### src/rtl/seq_mult_4b_pkg.sv
// Shared types and constants for the 4-bit
// shift-and-add multiplier.
package seq_mult_4b_pkg;

  localparam int WIDTH = 4;
  localparam int CNT_W = 2;

  typedef enum logic [1:0] {
    S_IDLE = 2'b00,
    S_CALC = 2'b01,
    S_DONE = 2'b10
  } state_t;

endpackage

### src/rtl/seq_mult_4b_rca.sv
// 4-bit ripple-carry adder used for the
// multiplier's add step.
module RCA_4b (
  output logic [3:0] sum,
  output logic       c_out,
  input  logic [3:0] a,
  input  logic [3:0] b,
  input  logic       c_in
);

  logic [4:0] w_c;

  always_comb begin
    w_c[0] = c_in;
    for (int i = 0; i < 4; i++) begin
      sum[i]   = a[i] ^ b[i] ^ w_c[i];
      w_c[i+1] = (a[i] & b[i]) |
                 (w_c[i] & (a[i] ^ b[i]));
    end
    c_out = w_c[4];
  end

endmodule

### src/rtl/seq_mult_4b.sv
// Sequential unsigned 4x4 multiplier,
// one shift-and-add step per clock.
module seq_mult_4b
  import seq_mult_4b_pkg::*;
(
  input  logic           clk,
  input  logic           rst,
  input  logic           start,
  input  logic [WIDTH-1:0] multiplicand,
  input  logic [WIDTH-1:0] multiplier,
  output logic           busy,
  output logic           done,
  output logic [2*WIDTH-1:0] product
);

  state_t             r_state;
  logic [WIDTH-1:0]   r_a;
  logic [WIDTH-1:0]   r_q;
  logic [WIDTH-1:0]   r_m;
  logic [CNT_W-1:0]   r_cnt;

  logic [WIDTH-1:0]   w_b;
  logic [WIDTH-1:0]   w_sum;
  logic               w_cout;
  logic [WIDTH-1:0]   w_a_nxt;
  logic [WIDTH-1:0]   w_q_nxt;

  assign w_b = r_q[0] ? r_m : '0;

  RCA_4b u_rca (
    .sum   (w_sum),
    .c_out (w_cout),
    .a     (r_a),
    .b     (w_b),
    .c_in  (1'b0)
  );

  // The carry shifts into A's MSB, so it is never lost.
  assign w_a_nxt = {w_cout, w_sum[WIDTH-1:1]};
  assign w_q_nxt = {w_sum[0], r_q[WIDTH-1:1]};

  always_ff @(posedge clk) begin
    if (rst) begin
      r_state <= S_IDLE;
      r_a     <= '0;
      r_q     <= '0;
      r_m     <= '0;
      r_cnt   <= '0;
      busy    <= 1'b0;
      done    <= 1'b0;
      product <= '0;
    end else begin
      unique case (r_state)
        S_IDLE: begin
          done <= 1'b0;
          if (start) begin
            r_m     <= multiplicand;
            r_q     <= multiplier;
            r_a     <= '0;
            r_cnt   <= '0;
            busy    <= 1'b1;
            r_state <= S_CALC;
          end
        end
        S_CALC: begin
          r_a   <= w_a_nxt;
          r_q   <= w_q_nxt;
          r_cnt <= r_cnt + 1'b1;
          if (r_cnt == CNT_W'(WIDTH - 1)) begin
            product <= {w_a_nxt, w_q_nxt};
            busy    <= 1'b0;
            done    <= 1'b1;
            r_state <= S_DONE;
          end
        end
        S_DONE: begin
          done    <= 1'b0;
          r_state <= S_IDLE;
        end
        default: r_state <= S_IDLE;
      endcase
    end
  end

endmodule

### config.mk
export PLATFORM = sky130hd
export DESIGN_NAME = seq_mult_4b
export DESIGN_NICKNAME = d
export VERILOG_FILES = /design/src/rtl/seq_mult_4b_pkg.sv /design/src/rtl/seq_mult_4b_rca.sv /design/src/rtl/seq_mult_4b.sv
export SDC_FILE = /design/constraint.sdc
export NUM_CORES = 1
export LEC_CHECK = 0
export CORE_MARGIN = 2
export CORE_UTILIZATION = 40
export DETAILED_ROUTE_END_ITERATION = 12
export HOLD_SLACK_MARGIN = 0.02
export PLACE_DENSITY = 0.61
export SYNTH_ARGS = -nofsm -noshare
export SYNTH_HDL_FRONTEND = slang
export SYNTH_SLANG_ARGS = --single-unit
### constraint.sdc
create_clock -name clk -period 2.4 [get_ports clk]
set_input_delay 0.36 -clock clk [delete_from_list [all_inputs] [get_ports clk]]
set_output_delay 0.36 -clock clk [all_outputs]
set_load 0.02 [all_outputs]
Yosys cells after proc, flatten, opt, wreduce, memory -nomap -nowiden
Cells that the tools add are included.
- order comparisons: 0
- muxes and demuxes: 15
- $add $sub $neg: 1
- shift-type cells: 0
- multiply operators: 0
- bitwise operators: 17
- div/mod/pow operators: 0
- reductions and logical operators: 10
- eq/ne operators: 5
- operators by type and width (kind ; count):
    $pmux 4 s2 ; 2
    $mux 4 ; 3
    $reduce_and 2->1 ; 5
    $pmux 2 s2 ; 2
    $and 1x1->1 ; 7
    $xor 1x1->1 ; 7
    $mux 2 ; 3
    $eq 2x2->1 const B ; 2
    $ne 2x2->1 const B ; 2
    $pmux 1 s2 ; 2
    $reduce_bool 2->1 ; 2
    $mux 1 ; 3
    $or 1x1->1 ; 3
    $reduce_and 3->1 ; 1
    $add 2x1->2 const B ; 1
    $eq 2x1->1 const B ; 1
    $logic_not 2->1 ; 1
    $reduce_or 2->1 ; 1
- memories: 0
- input port bits: 11
- bits in latches: 0
- ROM bits: 0
- bits in writable memories: 0
- register bits: 26
- logic and storage cells: 56

Depth between registers and ports, before layout
Gate-level depths: netlist of the first run.
- depth in word-level cells: 9
- depth in mapped cells: 8

Cells and area by module
A second synthesis of the first run with hierarchy kept.
- cells, all modules: 132
- area, all modules: 1138.6 um2
- by module, submodules not included (module ; cells an instance ; area each (um2) ; times used):
    seq_mult_4b ; 118 ; 1021.0 ; 1
    RCA_4b ; 14 ; 117.6 ; 1

Least setup slack after synthesis of the first run
OpenSTA, ideal clock, no wires.
- path kind: register to register
- from: register r_q[0]
- to: register r_a[2]
- setup slack: 0.255 ns
- setup time: 0.065 ns
- data arrival time: 2.080 ns
- stages on the path, launching flop included: 9
- path buffers: 0
- cell sequence: dfxtp_1 -> and2_1 -> ha_1 -> fa_1 -> fa_1 -> inv_1 -> fa_1 -> a2bb2oi_1 -> nor2_1
- cells in the longest elaborated chain, start to end: 8
- elaborated cells between the ends (all ways): 13
- RTL lines (item ; line ; text):
    from (decl) ; seq_mult_4b.sv:18 ; logic [WIDTH-1:0] r_q;
    from (signal assigned) ; seq_mult_4b.sv:58 ; r_q <= multiplier;
    from (signal assigned) ; seq_mult_4b.sv:67 ; r_q <= w_q_nxt;
    $mux 4 (*) ; seq_mult_4b.sv:28 ; assign w_b = r_q[0] ? r_m : '0;
    $and 1x1->1 / $xor 1x1->1 (equally long branches) ; seq_mult_4b_rca.sv:17, seq_mult_4b_rca.sv:18 ;
    $and 1x1->1 ; seq_mult_4b_rca.sv:18 ; (w_c[i] & (a[i] ^ b[i]));
    $or 1x1->1 ; seq_mult_4b_rca.sv:17 ; w_c[i+1] = (a[i] & b[i]) |
    $and 1x1->1 ; seq_mult_4b_rca.sv:18 ;
    $or 1x1->1 ; seq_mult_4b_rca.sv:17 ;
    $xor 1x1->1 (*) ; seq_mult_4b_rca.sv:16 ; sum[i] = a[i] ^ b[i] ^ w_c[i];
    $pmux 4 s2 (*) ; seq_mult_4b.sv:53 ; unique case (r_state)
    to (signal assigned) ; seq_mult_4b.sv:66 ; r_a <= w_a_nxt;
    to (decl) ; seq_mult_4b.sv:17 ; logic [WIDTH-1:0] r_a;
Mark *: on every way between the ends. The rest lies on a longest branch, timed or not.
A chain may end at the register's enable or synchronous reset.

Final worst setup path of the first run
Same ends and word-level chain as after synthesis.

==> results of run 1 <==
==> power breakdown <==
part / leakage [nW] / switching, mW / internal (mW)
Sequential: 0.212 / 0.0144 / 0.448
Clock: 0.0279 / 0.133 / 0.169
Combinational: 0.260 / 0.0396 / 0.0414
Total: 0.500 / 0.187 / 0.658
==> through the flow <==
stage | power [mW] | hold slack, ns | std cells
final | 0.8451 | 0.4617 | 167
after global routing | 0.8879 | 0.4911 | 167
after CTS | 0.8515 | 0.4665 | 166
after detailed placement | 0.5504 | 0.4470 | 162
after global placement | 0.5475 | 0.4436 | 162
after floorplan | 0.5177 | 0.4448 | 118
==> cells in the final DEF (no fill, tap or decap), types with 2 or more instances in the layout <==
master           Yosys  final
a2bb2oi_1            2      2
o21ai_0              4      4
and2_1               3      3
nor2_1              14     14
clkbuf_4             0      3
buf_4                1      2
nand2_1             18     18
dfxtp_1             26     25
fa_1                 3      2
nand2b_1             2      2
clkdlybuf4s50_1      0     20
a22oi_1              3      3
ha_1                 2      2
mux2i_1              4      4
a21oi_1             14     14
inv_1                4      3
a211oi_1             5      5
==> repair_timing <==
action	4_1_cts	5_1_grt
gates resized for setup	0	4
setup buffers	0	1
endpoints found under the setup margin	0	2
==> sequential cells by signal, indices dropped and copies added (netlist names) <==
| signal | count |
|---|---|
| busy | 1 |
| r_a | 4 |
| product | 8 |
| r_cnt | 2 |
| r_state | 2 |
| r_m | 4 |
| done | 1 |
| r_q | 4 |
==> area by class of cell <==
type / instances / area (um^2)
tap: 30 / 37.54
clock buffer: 3 / 22.52
sequential: 26 / 524.3
inverter: 4 / 15.01
multi-input combinational: 81 / 509.2
fill: 257 / 1169
clock inverter: 1 / 30.03
timing repair buffer: 22 / 215.2
==> cell families after synthesis <==
kind of cell             after synthesis  share of synthesized area (%)
buffers and inverters                 11                          4.534
AO/OA/AOI/OAI                         31                          18.14
adder cells (fa/ha/maj)                5                          7.907
flip-flops                            26                          48.37
AND/OR/NAND/NOR                       41                          17.33
multiplexers                           4                          3.721
==> per-layer routing <==
| metal | track usage (%) | routed length [um] | up-vias |
|---|---|---|---|
| li1 | - | - | 439 |
| met1 | 21.61 | 1015 | 403 |
| met2 | 27.72 | 1176 | 21 |
| met3 | 2.093 | 107 | 4 |
| met4 | 6.463 | 31 | 0 |
| met5 | 0 | 0 | - |
==> worst min-delay path, delay by kind of cell (launching register included) <==
kind             cells  cell delay (ns)
AND/OR/NAND/NOR      1             0.05
AO/OA/AOI/OAI        1             0.05
flip-flops           1             0.34
==> worst paths after layout <==
path | depth (start not counted) | from | endpoint
setup / recovery | 8 | r_q[0]$_SDFFE_PP0P_ | r_a[2]$_SDFFE_PP0P_
hold / removal | 2 | product[2]$_SDFFE_PP0P_ | product[2]$_SDFFE_PP0P_
setup reg to reg | 8 | r_q[0]$_SDFFE_PP0P_ | r_a[2]$_SDFFE_PP0P_
hold reg to reg | 2 | product[2]$_SDFFE_PP0P_ | product[2]$_SDFFE_PP0P_
==> run metrics, run 1 <==
Placement Cell Area=1287 um^2; Synth Register Bits=26; 1st-iter DRT viols=17; status=finished, final reports clean; CTS tree=built; post-layout util=53.67%; Post-synth top cells=26 x dfxtp_1, 18 x nand2_1, 14 x a21oi_1, 14 x nor2_1, 5 x a211oi_1; Cell Pwr Density=624.2 nW/um^2; initial antenna violation count=0; top cells by area, synth=dfxtp_1 48%, a21oi_1 6.5%, nand2_1 6.3%; Final Hold Fails=0; CTS max path bufs=2; Ant. Diodes=0; HP Class=register to register; CTS Hold Bufs=0; Core Region=2522 um^2; RSZ-0062 raised after global routing=false; Synth warnings=0; crit path kind=register to register; Place WS=0.1317 ns; residual DRC count=0; number of global-route vias before repair=865; post-route ant nets=0; Buffers & Inverters on Critical Path=1; LEAKAGE=0.4999 nW; FMAX=438.1 MHz; Yosys cell types=24; crit path max fanout=4; asr flop ratio synth=0%; CP endpoint kind=register; via count=867; RD Place Congestion=0.7337; Syn Inst Count=118; CP arrival=2.55 ns; Final Setup Violations=0; CP peak stage delay=0.41 ns; Slew @ Worst Pin=0.6443 ns; max cap viols=0; syn avg cell area=9.119 um^2; cell repeated most along the worst path=fa_1; Final Cell Area=1354 um^2; Slew headroom=56.91%; HPWL Detailed=1631 um; CP delay by family, top=adder cells; Die X=55.87 um; fin nets=154; Area growth syn-to-layout=25.81%; startpoint class of the critical path=register; total CTS buffers=3; gr ovfl total=0; Sum Neg Setup Slack=0 ns; Total GRT Usage=16.51%; Via-to-Cell Ratio=5.192; first-pass GRT wire length=4008 um; CP cell instances=and2_1 -> ha_1 -> fa_1 -> fa_2 -> inv_2 -> fa_1 -> a2bb2oi_1 -> nor2_1; cell accounting for the most synthesized area=dfxtp_1; Post-synth EDFFs=0; setup ws final=0.1172 ns; largest net degree at the start of global routing=18; layout cells sized above 1=7.299%; fin crit share=95.12%; total wire length=2331 um; mapped cell area=1076 um^2; VDD IR-drop max=0.0003435 V; Rows=18; I/O pin cnt=21; root buffer cell=clkbuf_4; wire length per cell=13.96 um; Max Clock Skew=0.005079 ns; clock sink count=26; most frequent cell after synthesis=dfxtp_1; die height=55.87 um; CP max stage cell=fa_1; Final min period=2.283 ns; insertion delay to the later sink of the worst-skew pair=0.32 ns; Worst-path clk slew=0.14 ns; reg2reg setup slack=0.12 ns; Slew Viols, Final=0; die area=3121 um^2; Pre-antenna DRT Iters=4; Yosys top cell area share=48.37%; Syn Nets=134; PortBufs=20; register area share after synthesis=48.37%; Post-synth top flop=dfxtp_1; initial core utilization=42.66%; Clock H-tree levels=1; CP required=2.67 ns
Power figures use the tool's default switching activity.
==> run 2: changes to the inputs <==
--- a/config.mk
+++ b/config.mk
@@ -10,6 +10,7 @@
 export DETAILED_ROUTE_END_ITERATION = 12
 export HOLD_SLACK_MARGIN = 0.02
 export PLACE_DENSITY = 0.61
+export SLEW_MARGIN = 20
 export SYNTH_ARGS = -nofsm -noshare
 export SYNTH_HDL_FRONTEND = slang
 export SYNTH_SLANG_ARGS = --single-unit
==> results of run 2 <==
Final layout, timing and power as in run 1 (identical DEF).
